## src/rtl/fp_pkg.sv

```systemverilog
// rtl/fp_pkg.sv - shared floating-point class encoding, flag indices and constant helpers
package fp_pkg;

    typedef enum logic [2:0] {
        CLS_ZERO,
        CLS_NORM,
        CLS_INF,
        CLS_QNAN,
        CLS_SNAN
    } fp_class_e;

    localparam int FLAGS_W        = 4;
    localparam int FLAG_INVALID   = 3;
    localparam int FLAG_OVERFLOW  = 2;
    localparam int FLAG_UNDERFLOW = 1;
    localparam int FLAG_INEXACT   = 0;

    function automatic int fp_bias(input int exp_w);
        return (1 << (exp_w - 1)) - 1;
    endfunction

    // Canonical quiet NaN: sign 0, exponent all ones, fraction MSB set; caller truncates to W bits.
    function automatic logic [63:0] fp_canon_nan(input int exp_w, input int man_w);
        logic [63:0] r;
        r = '0;
        for (int i = 0; i < exp_w; i++) r[man_w + i] = 1'b1;
        r[man_w - 1] = 1'b1;
        return r;
    endfunction

    // Subnormals classify as zero so the arithmetic path flushes them.
    function automatic fp_class_e fp_classify(input logic exp_ones, input logic exp_zero,
                                              input logic man_zero, input logic man_msb);
        if (exp_ones) begin
            if (man_zero) return CLS_INF;
            return man_msb ? CLS_QNAN : CLS_SNAN;
        end
        if (exp_zero) return CLS_ZERO;
        return CLS_NORM;
    endfunction

endpackage

```

## src/rtl/fp_lzc.sv

```systemverilog
// rtl/fp_lzc.sv - combinational leading-zero counter
module fp_lzc #(
    parameter int WIDTH = 11,
    parameter int CNT_W = $clog2(WIDTH + 1)
) (
    input  logic [WIDTH-1:0] value,
    output logic [CNT_W-1:0] count
);

    always_comb begin
        count = CNT_W'(WIDTH);
        for (int i = 0; i < WIDTH; i++) begin
            if (value[i]) count = CNT_W'(WIDTH - 1 - i);
        end
    end

endmodule

```

## src/rtl/fp_addsub_pipe_param.sv

```systemverilog
// rtl/fp_addsub_pipe_param.sv - four-stage parametrised FP adder/subtractor, RNE, FTZ, valid/ready
module fp_addsub_pipe_param
    import fp_pkg::*;
#(
    parameter int EXP_W = 8,
    parameter int MAN_W = 7,
    parameter int TAG_W = 4,
    localparam int W = 1 + EXP_W + MAN_W
) (
    input  logic               clk,
    input  logic               rst,
    input  logic               in_valid,
    output logic               in_ready,
    input  logic [W-1:0]       x1,
    input  logic [W-1:0]       x2,
    input  logic               add_sub,
    input  logic [TAG_W-1:0]   in_tag,
    output logic               out_valid,
    input  logic               out_ready,
    output logic [W-1:0]       y,
    output logic [TAG_W-1:0]   out_tag,
    output logic [FLAGS_W-1:0] flags
);

    localparam int SW = MAN_W + 4;
    localparam int EW = EXP_W + 2;
    localparam int CW = $clog2(SW + 1);
    localparam logic [W-1:0]          QNAN     = W'(fp_canon_nan(EXP_W, MAN_W));
    localparam logic [EXP_W-1:0]      EXP_ONES = '1;
    localparam logic signed [EW-1:0]  EXP_MAX  = EW'((1 << EXP_W) - 1);

    logic advance;
    assign advance  = !out_valid || out_ready;
    assign in_ready = advance;

    // S1: unpack, classify, resolve specials, order operands so |A| >= |B|
    logic             sa, sb, swap;
    logic [EXP_W-1:0] ea, eb;
    logic [MAN_W-1:0] ma, mb;
    logic [W-2:0]     mag_a, mag_b;
    logic [MAN_W:0]   sig_a, sig_b;
    fp_class_e        ca, cb;
    logic             spec;
    logic [W-1:0]     spec_y;
    logic [FLAGS_W-1:0] spec_flags;

    assign {sa, ea, ma} = x1;
    assign sb           = x2[W-1] ^ add_sub;
    assign {eb, mb}     = x2[W-2:0];
    assign ca    = fp_classify(&ea, ~|ea, ~|ma, ma[MAN_W-1]);
    assign cb    = fp_classify(&eb, ~|eb, ~|mb, mb[MAN_W-1]);
    assign mag_a = (ca == CLS_ZERO) ? '0 : {ea, ma};
    assign mag_b = (cb == CLS_ZERO) ? '0 : {eb, mb};
    assign sig_a = (ca == CLS_ZERO) ? '0 : {1'b1, ma};
    assign sig_b = (cb == CLS_ZERO) ? '0 : {1'b1, mb};
    assign swap  = mag_b > mag_a;

    always_comb begin
        spec       = 1'b1;
        spec_y     = '0;
        spec_flags = '0;
        if (ca == CLS_SNAN || cb == CLS_SNAN) begin
            spec_y                   = QNAN;
            spec_flags[FLAG_INVALID] = 1'b1;
        end else if (ca == CLS_QNAN || cb == CLS_QNAN) begin
            spec_y = QNAN;
        end else if (ca == CLS_INF && cb == CLS_INF) begin
            spec_y                   = (sa != sb) ? QNAN : {sa, EXP_ONES, {MAN_W{1'b0}}};
            spec_flags[FLAG_INVALID] = (sa != sb);
        end else if (ca == CLS_INF) begin
            spec_y = {sa, EXP_ONES, {MAN_W{1'b0}}};
        end else if (cb == CLS_INF) begin
            spec_y = {sb, EXP_ONES, {MAN_W{1'b0}}};
        end else if (ca == CLS_ZERO && cb == CLS_ZERO) begin
            spec_y = {sa & sb, {(W-1){1'b0}}};
        end else begin
            spec = 1'b0;
        end
    end

    logic               s1_valid, s1_spec, s1_sign, s1_sub;
    logic [TAG_W-1:0]   s1_tag;
    logic [W-1:0]       s1_spec_y;
    logic [FLAGS_W-1:0] s1_spec_flags;
    logic [EXP_W-1:0]   s1_exp, s1_diff;
    logic [MAN_W:0]     s1_sig_a, s1_sig_b;

    // S2: align B; everything shifted past the extended width collapses into sticky
    logic [SW-1:0] b_ext, b_mask, b_al;
    assign b_ext  = {s1_sig_b, 3'b000};
    assign b_mask = ~({SW{1'b1}} << s1_diff);
    assign b_al   = (b_ext >> s1_diff) | SW'(|(b_ext & b_mask));

    logic               s2_valid, s2_spec, s2_sign, s2_sub;
    logic [TAG_W-1:0]   s2_tag;
    logic [W-1:0]       s2_spec_y;
    logic [FLAGS_W-1:0] s2_spec_flags;
    logic [EXP_W-1:0]   s2_exp;
    logic [MAN_W:0]     s2_sig_a;
    logic [SW-1:0]      s2_b_al;

    // S3: add/subtract, normalise to hidden bit at SW-1
    logic [SW:0]            sum;
    logic [CW-1:0]          lz;
    logic [SW-1:0]          norm_man;
    logic signed [EW-1:0]   norm_exp;

    assign sum = s2_sub ? ({1'b0, s2_sig_a, 3'b000} - {1'b0, s2_b_al})
                        : ({1'b0, s2_sig_a, 3'b000} + {1'b0, s2_b_al});

    fp_lzc #(.WIDTH(SW), .CNT_W(CW)) u_lzc (
        .value (sum[SW-1:0]),
        .count (lz)
    );

    always_comb begin
        if (sum[SW]) begin
            norm_man = {sum[SW:2], sum[1] | sum[0]};
            norm_exp = EW'(s2_exp) + EW'(1);
        end else begin
            norm_man = sum[SW-1:0] << lz;
            norm_exp = EW'(s2_exp) - EW'(lz);
        end
    end

    logic                 s3_valid, s3_spec, s3_sign, s3_zero;
    logic [TAG_W-1:0]     s3_tag;
    logic [W-1:0]         s3_spec_y;
    logic [FLAGS_W-1:0]   s3_spec_flags;
    logic signed [EW-1:0] s3_exp;
    logic [SW-1:0]        s3_man;

    // S4: round to nearest even, renormalise on mantissa carry, pack and flag
    logic                 g, r, st;
    logic [MAN_W+1:0]     rnd;
    logic signed [EW-1:0] exp_r;
    logic [MAN_W-1:0]     frac_r;
    logic [W-1:0]         y_n;
    logic [FLAGS_W-1:0]   flags_n;

    assign g      = s3_man[2];
    assign r      = s3_man[1];
    assign st     = s3_man[0];
    assign rnd    = {1'b0, s3_man[SW-1:3]} + (MAN_W+2)'(g & (r | st | s3_man[3]));
    assign exp_r  = s3_exp + EW'(rnd[MAN_W+1]);
    assign frac_r = rnd[MAN_W+1] ? rnd[MAN_W:1] : rnd[MAN_W-1:0];

    always_comb begin
        y_n     = '0;
        flags_n = '0;
        if (s3_spec) begin
            y_n     = s3_spec_y;
            flags_n = s3_spec_flags;
        end else if (s3_zero) begin
            y_n = '0;
        end else if (s3_exp[EW-1] || s3_exp == '0) begin
            y_n                     = {s3_sign, {(W-1){1'b0}}};
            flags_n[FLAG_UNDERFLOW] = 1'b1;
            flags_n[FLAG_INEXACT]   = 1'b1;
        end else if (exp_r >= EXP_MAX) begin
            y_n                    = {s3_sign, EXP_ONES, {MAN_W{1'b0}}};
            flags_n[FLAG_OVERFLOW] = 1'b1;
            flags_n[FLAG_INEXACT]  = 1'b1;
        end else begin
            y_n                   = {s3_sign, exp_r[EXP_W-1:0], frac_r};
            flags_n[FLAG_INEXACT] = g | r | st;
        end
    end

    always_ff @(posedge clk or negedge rst) begin
        if (!rst) begin
            s1_valid <= 1'b0; s1_tag <= '0; s1_spec <= 1'b0; s1_spec_y <= '0; s1_spec_flags <= '0;
            s1_sign <= 1'b0; s1_sub <= 1'b0; s1_exp <= '0; s1_diff <= '0;
            s1_sig_a <= '0; s1_sig_b <= '0;
            s2_valid <= 1'b0; s2_tag <= '0; s2_spec <= 1'b0; s2_spec_y <= '0; s2_spec_flags <= '0;
            s2_sign <= 1'b0; s2_sub <= 1'b0; s2_exp <= '0; s2_sig_a <= '0; s2_b_al <= '0;
            s3_valid <= 1'b0; s3_tag <= '0; s3_spec <= 1'b0; s3_spec_y <= '0; s3_spec_flags <= '0;
            s3_sign <= 1'b0; s3_zero <= 1'b0; s3_exp <= '0; s3_man <= '0;
            out_valid <= 1'b0; y <= '0; out_tag <= '0; flags <= '0;
        end else if (advance) begin
            s1_valid      <= in_valid;
            s1_tag        <= in_tag;
            s1_spec       <= spec;
            s1_spec_y     <= spec_y;
            s1_spec_flags <= spec_flags;
            s1_sign       <= swap ? sb : sa;
            s1_sub        <= sa ^ sb;
            s1_exp        <= swap ? mag_b[W-2:MAN_W] : mag_a[W-2:MAN_W];
            s1_diff       <= swap ? (mag_b[W-2:MAN_W] - mag_a[W-2:MAN_W])
                                  : (mag_a[W-2:MAN_W] - mag_b[W-2:MAN_W]);
            s1_sig_a      <= swap ? sig_b : sig_a;
            s1_sig_b      <= swap ? sig_a : sig_b;

            s2_valid      <= s1_valid;
            s2_tag        <= s1_tag;
            s2_spec       <= s1_spec;
            s2_spec_y     <= s1_spec_y;
            s2_spec_flags <= s1_spec_flags;
            s2_sign       <= s1_sign;
            s2_sub        <= s1_sub;
            s2_exp        <= s1_exp;
            s2_sig_a      <= s1_sig_a;
            s2_b_al       <= b_al;

            s3_valid      <= s2_valid;
            s3_tag        <= s2_tag;
            s3_spec       <= s2_spec;
            s3_spec_y     <= s2_spec_y;
            s3_spec_flags <= s2_spec_flags;
            s3_sign       <= s2_sign;
            s3_zero       <= (sum == '0);
            s3_exp        <= norm_exp;
            s3_man        <= norm_man;

            out_valid     <= s3_valid;
            y             <= y_n;
            out_tag       <= s3_tag;
            flags         <= flags_n;
        end
    end

endmodule
```

## config.mk

```make
export PLATFORM = sky130hd
export DESIGN_NAME = fp_addsub_pipe_param
export DESIGN_NICKNAME = d
export VERILOG_FILES = /design/src/rtl/fp_pkg.sv /design/src/rtl/fp_lzc.sv /design/src/rtl/fp_addsub_pipe_param.sv
export SDC_FILE = /design/constraint.sdc
export NUM_CORES = 1
export LEC_CHECK = 0
export ABC_AREA = 1
export BUFFER_PORTS_ARGS = -buffer_cell sky130_fd_sc_hd__buf_2
export CORE_MARGIN = 2
export CORE_UTILIZATION = 55
export DETAILED_ROUTE_END_ITERATION = 10
export PLACE_DENSITY = 0.74
export SLEW_MARGIN = 25
export SYNTH_ARGS = -nofsm -noshare
export SYNTH_HDL_FRONTEND = slang
export SYNTH_SLANG_ARGS = --single-unit
```

## constraint.sdc

```tcl
create_clock -name clk -period 4.6 [get_ports clk]
set_input_delay 0.46 -clock clk [delete_from_list [all_inputs] [get_ports clk]]
set_output_delay 0.46 -clock clk [all_outputs]
set_load 0.1 [all_outputs]
```

==> results.py, run 1 <==
metrics = {
    "status": {
        "outcome": "finished, final reports clean",
    },
    "setup_path": {
        "worst_setup_path_end_kind": "register",
        "critPathSlowestCell": "dfrtp_1",
        "critPathRequiredTime_ns": 4.86,
        "path_cells": "ha_1 > a21oi_1 > nor2_1 > nor2_1 > nand3_2 > nand2_1 > nand2_1 > nand2_2 > nand2_1 > nor3_4 > inv_2 > ha_1 > a21oi_1 > and2_0 > o21ai_0 > nor3_1 > o21ai_0 > nand3b_1 > o21ai_0",
        "crit_path_category": "reg2reg",
        "worst_ep_arrival_time_ns": 4.06,
        "timing.critical_path.fanout_max": 7,
        "critPathMaxStageDelay_ns": 0.44,
        "cp-start-kind": "register",
    },
    "yosys": {
        "syn_area_per_cell_um2": 7.232,
        "synth.top_cells.by_area": "dfrtp_1 (38%), nand2_1 (13%), ha_1 (6.7%), inv_1 (6.0%), nand3_1 (5.4%)",
        "postSynthCellCount": 1300,
        "yosysWarnings": 0,
        "yosysUniqueCellTypes": 49,
        "yosys_most_used_dff": "dfrtp_1",
        "synth_area_leader_cell": "dfrtp_1",
        "ys_async_sr_fraction": 1.000,
        "ffs_latches_synth": 141,
        "synth.top_cells.by_count": "nand2_1 (329), inv_1 (150), dfrtp_1 (141)",
        "post-synth-top-count-cell": "nand2_1",
        "synthesis.nets": 1395,
        "yosysSeqAreaShare": 0.3753,
        "synth_area_um2": 9402,
        "post_synth_edffs": 0,
        "synthDominantCellAreaShare": 0.3753,
    },
    "placed_design": {
        "gpl.final_weighted_congestion": 0.9350,
        "place_area_um2": 9828,
        "dpl.hpwl_um": 16880,
        "place_inst": 1532,
        "dp_slack_ns": 0.8967,
        "io_buffers": 66,
    },
    "min_path": {
        "min_path_type": "in2async",
    },
    "routing": {
        "routed_wl_um": 23260,
        "drt_iter0_drc": 639,
        "antenna_left": 0,
        "vias_per_cell": 5.517,
        "routedWlPerCell_um": 14.87,
        "drc_errors": 0,
        "routed-via-count": 8628,
        "drt-pass1-iter-count": 5,
    },
    "layout": {
        "utilization": 0.6254,
        "final_design_area_no_fill_um2": 10410,
        "n_fill_cell": 1528,
        "antenna_cells": 0,
        "final_nets": 1426,
        "share_of_cells_above_drive_strength_1": 0.1131,
        "post_layout_nonfiller_instances": 1564,
        "layout_stage_area_growth_over_the_synthesis_result_pct": 10.70,
    },
    "cts": {
        "clk_transition_reported_paths_ns": 0.06,
        "hold_fix_buffer_count_after_cts": 0,
        "clock_insertion_delay_worst_skew_ns": 0.42,
        "cts_sinks": 141,
        "cts.path.max_buffers": 2,
        "postCtsSetupBuffers": 0,
        "post_cts_resized": 0,
        "cts_buffers": 17,
        "cts-root-buf": "clkbuf_16",
        "clock_tree_from_tritoncts": "yes",
        "ctsHtreeMaxLevel": 4,
    },
    "sta": {
        "maxSlewViolCount": 0,
        "timing_hold_violations_final": 0,
        "maxClockFrequency_mhz": 263.1,
        "post-route-period-util": 0.8263,
        "setup_viol": 0,
        "final.hold.worst_slack_ns": 0.09090,
        "worstMarginPinSlew_ns": 0.9788,
        "final.setup.tns_ns": 0,
        "final_critical_path_setup_slack_ns": 0.7992,
        "relSlewSlack": 0.3475,
        "rsz0062_at_grt": "false",
        "clock-skew-final_ns": 0.01525,
        "timing.final.crit_period_ns": 3.801,
    },
    "power_and_ir_drop": {
        "peakVddDrop_uv": 514.3,
        "design_power_total_mw": 7.991,
        "power-per-cell-area_nw_per_um2": 767.9,
        "p_leak_nw": 5.329,
    },
    "run": {
        "max-cap-violations": 0,
    },
    "floorplanning": {
        "floorplan.die.width_um": 134.7,
        "initial_core_util": 0.5649,
        "ioPinCount": 67,
        "placement_rows": 47,
        "design.die.area_um2": 18150,
        "die_h_um": 134.7,
        "placeableCoreArea_um2": 16640,
    },
    "global_route": {
        "grt_overflow": 0,
        "number_of_global_route_vias_before_repair": 8140,
        "antenna_found_initial": 0,
        "wire_length_of_the_first_global_routing_pass_um": 39300,
        "grt_use_total": 0.2668,
        "largest_net_degree_at_the_start_of_global_routing": 107,
    },
}
[power by group]
part           switching (mW)  total [mW]  internal, mW
logic                    3.22        4.51          1.30
clock network           0.590        1.32         0.732
registers               0.422        2.16          1.74
[logic make-up after synthesis]
group                      count (synthesis)  synth area share
DFF                                      141            0.3753
buffers and inverters                    226           0.09383
and+or+nand+nor                          608            0.2819
AOI/OAI and AO/OA                        247            0.1516
xor gates and xnor gates                  24           0.02236
adders and majority gates                 54           0.07506
[layout make-up]
cell class                 instances  area [um2]  share of cell area
sequential                       141        3528              0.3390
timing repair buffer              75       404.1             0.03883
tap                              220       275.3             0.02645
inverter                         163       621.8             0.05975
clock buffer                      18       439.2             0.04220
multi-input combinational        933        4999              0.4803
clock inverter                    14       140.1             0.01346
[worst max-delay path: cells and delay by family, from the launching register on]
family / cells / cell delay (ns)
compound gates: 5 / 0.77
fa+ha+maj: 2 / 0.73
buf+inv: 1 / 0.12
flops: 1 / 0.44
simple gates: 11 / 1.58
[path summary, 6_finish.rpt]
path / from / to / slack, ns / cells past startpoint
worst max-delay path: s2_sig_a[1] / s3_exp[7] / 0.80 / 19
min in group clk: in_valid / s1_valid / 0.23 / 3
max in group asynchronous: rst / s2_b_al[3] / 3.32 / 2
worst min-delay path: rst / s3_man[5] / 0.09 / 1
worst max register to register: s2_sig_a[1] / s3_exp[7] / 0.80 / 19
worst min register to register: s3_valid / out_valid / 0.45 / 2
[flip-flops by register name (all words and copies together), names as in the netlist, 8 cells and up]
signal,flops
s1_sig_b,8
s2_exp,8
y,16
s1_exp,8
s1_diff,8
s3_exp,10
s3_man,11
s2_b_al,11
s1_sig_a,8
s2_sig_a,8
[placed cells by master, fill, tap and decap left out, types with 10 or more instances in the layout]
master,netlist,final
inv_1,150,150
ha_1,50,50
o211ai_1,10,10
a31oi_1,18,18
nor2_1,94,93
nor3_1,18,18
dfrtp_1,141,141
nand4_1,19,19
nand2_1,329,329
nand3_1,102,102
o21ai_0,84,84
nand2_2,15,15
a21oi_1,82,82
clkbuf_16,0,17
xor2_1,22,22
buf_2,6,65
o22ai_1,10,10
[metal layers]
layer / track usage / vias up / wire [um] / part of all wire
li1: - / 4355 / - / -
met2: 0.4208 / 281 / 10840 / 0.47
met1: 0.3755 / 3954 / 10780 / 0.46
met4: 0.08947 / 0 / 436 / 0.019
met5: 0 / - / 0 / 0
met3: 0.04429 / 38 / 1196 / 0.051
Power figures use the tool's default switching activity.
==> run 2, diff against run 1 <==
- ABC_AREA: 1 -> 0
- clock period: 4.6 -> 3.9 ns (I/O delays scaled with it)
==> results.py, run 2 <==
metrics = {
    "status": {
        "outcome": "finished, final reports clean",
    },
    "layout": {
        "final_nets": 1349,
        "share_of_cells_above_drive_strength_1": 0.1973,
        "layout_stage_area_growth_over_the_synthesis_result_pct": 17.68,
        "layout_commonest_cell": "nand2_1",
        "largest_register_ffs": 16,
        "largest_register": "y",
        "antenna_cells": 0,
        "final_design_area_no_fill_um2": 11210,
        "layout.cells.most_common_list": "nand2_1 (261), dfrtp_1 (141), nor2_1 (91)",
        "largestRegisters": "y: 16 flops, s2_b_al: 11 flops, s3_man: 11 flops",
    },
    "floorplanning": {
        "placement_rows": 48,
        "floorplan.die.width_um": 135.6,
        "initial_core_util": 0.5566,
        "die_h_um": 135.6,
        "design.die.area_um2": 18390,
        "placeableCoreArea_um2": 17120,
        "ioPinCount": 67,
    },
    "global_route": {
        "grt_use_total": 0.2728,
        "wire_length_of_the_first_global_routing_pass_um": 40370,
        "antenna_found_initial": 0,
        "largest_net_degree_at_the_start_of_global_routing": 163,
        "number_of_global_route_vias_before_repair": 8347,
        "grt_overflow": 0,
    },
    "setup_path": {
        "cp_num_buf_inv": 0,
        "path_cells": "ha_1 > or4_4 > and4_1 > or2_2 > nand4_1 > nand4_1 > ha_1 > a21oi_2 > nor2b_1 > or4_4 > nor2_4 > o21a_1 > o31ai_1",
        "critPathRequiredTime_ns": 4.19,
        "cp-start-kind": "register",
        "worst_setup_path_end_kind": "register",
        "critPathMaxStageDelay_ns": 0.59,
        "critPathSlowestCell": "or4_4",
        "timing.critical_path.fanout_max": 5,
        "crit_path_category": "reg2reg",
        "cpLargestDelayFamily": "simple AND/OR/NAND/NOR gates",
        "worst_ep_arrival_time_ns": 4.16,
    },
    "power_and_ir_drop": {
        "design_power_total_mw": 10.89,
        "internal_power_mw": 5.482,
        "seqPwrFrac": 0.240,
        "power.share.switching": 0.4967,
        "pwr-share-clk": 0.150,
        "power.switching_mw": 5.409,
        "p_leak_nw": 5.193,
        "power-per-cell-area_nw_per_um2": 971.4,
        "share_comb_of_total_power": 0.610,
        "peakVddDrop_uv": 624.8,
    },
    "cts": {
        "hold_fix_buffer_count_after_cts": 0,
        "clk_transition_reported_paths_ns": 0.07,
        "clock_tree_from_tritoncts": "yes",
        "clock_insertion_delay_worst_skew_ns": 0.43,
        "ctsHtreeMaxLevel": 4,
        "cts_buffers": 17,
        "cts-root-buf": "clkbuf_16",
        "cts_sinks": 141,
        "cts.path.max_buffers": 2,
    },
    "sta": {
        "timing_hold_violations_final": 0,
        "timing.final.crit_period_ns": 3.871,
        "rsz0062_at_grt": "true",
        "clock-skew-final_ns": 0.01348,
        "relSlewSlack": 0.4046,
        "post-route-period-util": 0.9925,
        "final.setup.tns_ns": 0,
        "maxSlewViolCount": 0,
        "setup_viol": 0,
        "final.hold.worst_slack_ns": 0.03866,
        "maxClockFrequency_mhz": 258.4,
        "final_critical_path_setup_slack_ns": 0.02943,
        "worstMarginPinSlew_ns": 0.8849,
    },
    "run": {
        "max-cap-violations": 0,
    },
    "routing": {
        "routed_wl_um": 24370,
        "antenna_left": 0,
        "wl_met2_um": 11520,
        "drt-pass1-iter-count": 5,
        "detailroute.wirelength.met3_um": 1078,
        "detail_route.wirelength.met1_um": 11290,
        "top_layer_used": "met4",
        "drc_errors": 0,
        "vias_per_cell": 5.889,
        "drt_iter0_drc": 730,
        "routed-via-count": 8787,
        "routedWlPerCell_um": 16.33,
    },
    "yosys": {
        "syn_area_per_cell_um2": 8.129,
        "synth_area_um2": 9527,
        "yosysUniqueCellTypes": 88,
        "post-synth-top-count-cell": "nand2_1",
        "synthDominantCellAreaShare": 0.3704,
        "yosysWarnings": 0,
        "synth.top_cells.by_count": "nand2_1 (261), dfrtp_1 (141), nor2_1 (94)",
        "muxShareOfSynthArea": 0.02653,
        "postSynthCellCount": 1172,
        "synth_area_leader_cell": "dfrtp_1",
        "synth_simple_gate_area_share": 0.2333,
        "ys_async_sr_fraction": 1.000,
        "synth_xor_area_frac": 0.02574,
        "synth_top_family_by_area": "simple AND/OR/NAND/NOR gates",
        "post_synth_edffs": 0,
        "yosysSeqAreaShare": 0.3704,
        "synth.top_cells.by_area": "dfrtp_1 (37%), nand2_1 (10%), ha_1 (6.6%), o21ai_0 (3.8%), a21oi_1 (3.8%)",
        "yosys_most_used_dff": "dfrtp_1",
        "ffs_latches_synth": 141,
        "share_of_synthesized_cell_area_in_full_adder_half_adder_and_majority_cells": 0.07407,
        "synthesis.nets": 1267,
        "synth-compound-area-share": 0.2160,
    },
    "placed_design": {
        "io_buffers": 66,
        "place_area_um2": 10410,
        "dp_slack_ns": -0.1414,
        "gpl.final_weighted_congestion": 0.9263,
        "dpl.hpwl_um": 17410,
    },
    "min_path": {
        "min_path_type": "in2async",
    },
}
## run 2: cell count changes after synthesis, moves of 15 or more
cell / delta
inv_1: -103
nand2_1: -68
nand2_2: -15
nand3_1: -78
## run 2: layout make-up
class	count	area, um2
clock buffers	17	425.4
clock inverters	15	170.2
fillers	1461	5906
inverters	50	188.9
multi-input cells	901	5677
flip-flops and latches	141	3528
well taps	225	281.5
repair buffers	143	939.7
## run 2: per-stage QoR
| step | cells | util |
|---|---|---|
| 2_1_floorplan | 1172 | - |
| 3_3_place_gp | 1456 | 0.6081 |
| 3_5_place_dp | 1456 | 0.6081 |
| 4_1_cts | 1489 | 0.6445 |
| 5_1_grt | 1492 | 0.6550 |
| 6_report | 1492 | 0.6550 |
## run 2: metal layers
| metal | vias to the layer above | GRT usage |
|---|---|---|
| li1 | 4295 | - |
| met1 | 4188 | 0.3774 |
| met2 | 254 | 0.4346 |
| met3 | 50 | 0.04602 |
| met4 | 0 | 0.09491 |
| met5 | - | 0 |
## run 2: final timing paths
kind,startpoint,to,slack (ns),cells after the start
hold reg to reg,out_tag[3],out_tag[3],0.46,2
min in group clk,in_valid,s1_valid,0.15,3
max in group asynchronous,rst,y[3],2.97,2
setup reg to reg,s2_sig_a[2],s3_exp[6],0.03,13
hold / removal,rst,s2_sig_a[3],0.04,1
setup / recovery,s2_sig_a[2],s3_exp[6],0.03,13
## run 2: kinds of logic (layout without fill, tap and decap cells)
logic type / after synthesis / count (layout)
fa+ha+maj: 54 / 54
compound gates: 299 / 299
xor+xnor: 28 / 28
buf+inv: 130 / 225
simple gates: 498 / 498
mux: 22 / 22
flops: 141 / 141
## run 2: what timing repair did
| item | CTS | global route |
|---|---|---|
| gates resized for setup | 6 | 33 |
| cloned | 0 | 0 |
| setup endpoints to repair | 4 | 5 |
| pin swaps | 4 | 16 |
| buffers inserted | 1 | 3 |
## run 2: worst register-to-register path: cells and delay by family (launching register included)
kind	cells	cell delay [ns]
flops	1	0.43
fa+ha+maj	2	0.69
simple gates	8	2.25
compound gates	3	0.35
## run 2: power groups by stage
stage | Combinational, mW | Clock (mW) | Sequential, mW
final | 6.65 | 1.63 | 2.61
after global routing | 7.22 | 1.71 | 2.70
after CTS | 6.35 | 1.65 | 2.59
after detailed placement | 6.26 | 0 | 2.61
after global placement | 6.19 | 0 | 2.58
after floorplan | 3.84 | 0 | 3.23
==> run 3, diff against run 2 <==
- GPL_TIMING_DRIVEN: not set -> 0
==> results.py, run 3 (synthesis gave the netlist of run 2 again) <==
metrics = {
    "sta": {
        "final.setup.tns_ns": -0.2090,
        "timing.final.crit_period_ns": 4.004,
        "timing_hold_violations_final": 0,
        "relSlewSlack": 0.3857,
        "worstMarginPinSlew_ns": 0.9131,
        "final_critical_path_setup_slack_ns": -0.1037,
        "maxClockFrequency_mhz": 249.8,
        "clock-skew-final_ns": 0.01173,
        "setup_viol": 3,
        "final.hold.worst_slack_ns": 0.1491,
        "rsz0062_at_grt": "true",
        "maxSlewViolCount": 0,
        "post-route-period-util": 1.027,
    },
    "global_route": {
        "grt_use_total": 0.3081,
        "wire_length_of_the_first_global_routing_pass_um": 44480,
        "antenna_found_initial": 0,
        "largest_net_degree_at_the_start_of_global_routing": 90,
        "number_of_global_route_vias_before_repair": 8664,
        "grt_overflow": 0,
    },
    "min_path": {
        "hold_path.startpoint": "in_tag[3]",
        "min_path_type": "in2reg",
    },
    "cts": {
        "cts_sinks": 141,
        "cts.path.max_buffers": 2,
        "cts-root-buf": "clkbuf_16",
        "clk_transition_reported_paths_ns": 0.07,
        "ctsHtreeMaxLevel": 4,
        "clock_insertion_delay_worst_skew_ns": 0.43,
        "cts_buffers": 17,
        "clock_tree_from_tritoncts": "yes",
    },
    "setup_path": {
        "cpLargestDelayFamily": "simple AND/OR/NAND/NOR gates",
        "critPathRequiredTime_ns": 4.23,
        "reg2reg_slack_ns": -0.10,
        "regToRegStartpoint": "s2_b_al[0]",
        "critPathSlowestCell": "or4_4",
        "timing.critical_path.fanout_max": 7,
        "worst_ep_arrival_time_ns": 4.33,
        "crit_path_category": "reg2reg",
        "timing.critical_path.from": "s2_b_al[0]",
        "cp_num_buf_inv": 3,
        "critPathMaxStageDelay_ns": 0.50,
        "cp-start-kind": "register",
        "worst_setup_path_end_kind": "register",
        "path_cells": "buf_4 > or3_4 > or4_4 > nand3_2 > o21ai_2 > o221a_4 > nor3_4 > inv_2 > buf_4 > fa_2 > a21oi_2 > nor2b_1 > or4_4 > nor2_4 > nor3_1 > o31ai_1",
    },
    "routing": {
        "routedWlPerCell_um": 18.04,
        "drt-pass1-iter-count": 5,
        "routed_wl_um": 27620,
        "vias_per_cell": 6.027,
        "drt_iter0_drc": 887,
        "routed-via-count": 9227,
        "drc_errors": 0,
        "antenna_left": 0,
    },
    "status": {
        "failed_checks": "negative setup slack",
        "outcome": "finished with violations",
    },
    "layout": {
        "largest_register_ffs": 16,
        "combined_flip_flop_and_latch_cell_area_um2": 3533,
        "layout_commonest_cell": "nand2_1",
        "antenna_cells": 0,
        "layout.cells.most_common_list": "nand2_1 (258), dfrtp_1 (137), nor2_1 (90)",
        "n_fill_cell": 1458,
        "final_nets": 1388,
        "multi_input_area_um2": 5802,
        "share_of_cells_above_drive_strength_1": 0.1861,
        "largest_register": "y",
        "utilization": 0.6642,
        "final_design_area_no_fill_um2": 11370,
        "layout_stage_area_growth_over_the_synthesis_result_pct": 19.33,
        "largestRegisters": "y: 16 flops, s2_b_al: 11 flops, s3_man: 11 flops",
        "post_layout_nonfiller_instances": 1531,
    },
    "floorplanning": {
        "die_h_um": 135.6,
        "placement_rows": 48,
        "design.die.area_um2": 18390,
        "placeableCoreArea_um2": 17120,
        "floorplan.die.width_um": 135.6,
        "initial_core_util": 0.5566,
        "ioPinCount": 67,
    },
    "placed_design": {
        "dp_slack_ns": -0.5943,
        "dpl.hpwl_um": 19890,
        "io_buffers": 66,
        "place_area_um2": 10190,
        "place_inst": 1464,
        "gpl.final_weighted_congestion": 0.9125,
    },
    "power_and_ir_drop": {
        "power-per-cell-area_nw_per_um2": 985.2,
        "peakVddDrop_uv": 644.5,
        "design_power_total_mw": 11.20,
        "p_leak_nw": 5.142,
    },
    "run": {
        "max-cap-violations": 0,
    },
}
[run 3: cell type report]
type                       instances  share of cell area
sequential                       141              0.3108
clock inverter                    15             0.01343
tap                              225             0.02476
timing repair buffer             106             0.05899
clock buffer                      17             0.03742
inverter                          50             0.01651
buffer                            76             0.02773
multi-input combinational        901              0.5103
[run 3: path summary, 6_finish.rpt]
path / end / cells past startpoint
max: s3_exp[6] / 16
min: s1_tag[3] / 3
max reg2reg: s3_exp[6] / 16
min reg2reg: out_tag[3] / 2
max in group asynchronous: s2_b_al[0] / 3
min in group asynchronous: s3_man[7] / 2
[run 3: metal layers]
metal,wire length (um),part of all wire,GRT usage,vias up
li1,-,-,-,4363
met1,11570,0.42,0.4103,4380
met2,13290,0.48,0.5056,403
met3,1832,0.066,0.04489,81
met4,932,0.034,0.1262,0
met5,0,0,0,-
[run 3: worst min-delay path, stage by stage]
cell	delay [ns]
buf_2	0.07
nand2_1	0.04
nand2_1	0.05
[run 3: repair_timing]
item / in CTS / in global routing
hold buffers: 1 / 0
resized for setup: 41 / 41
setup endpoints to repair: 7 / 31
setup buffers: 23 / 18
pin swaps: 21 / 27
endpoints found under the hold margin: 52 / 0
[run 3: where the power goes]
part           total, mW  switching, mW  internal, mW
sequential          2.57          0.523          2.04
clock               1.60          0.700         0.902
combinational       7.03           4.44          2.59
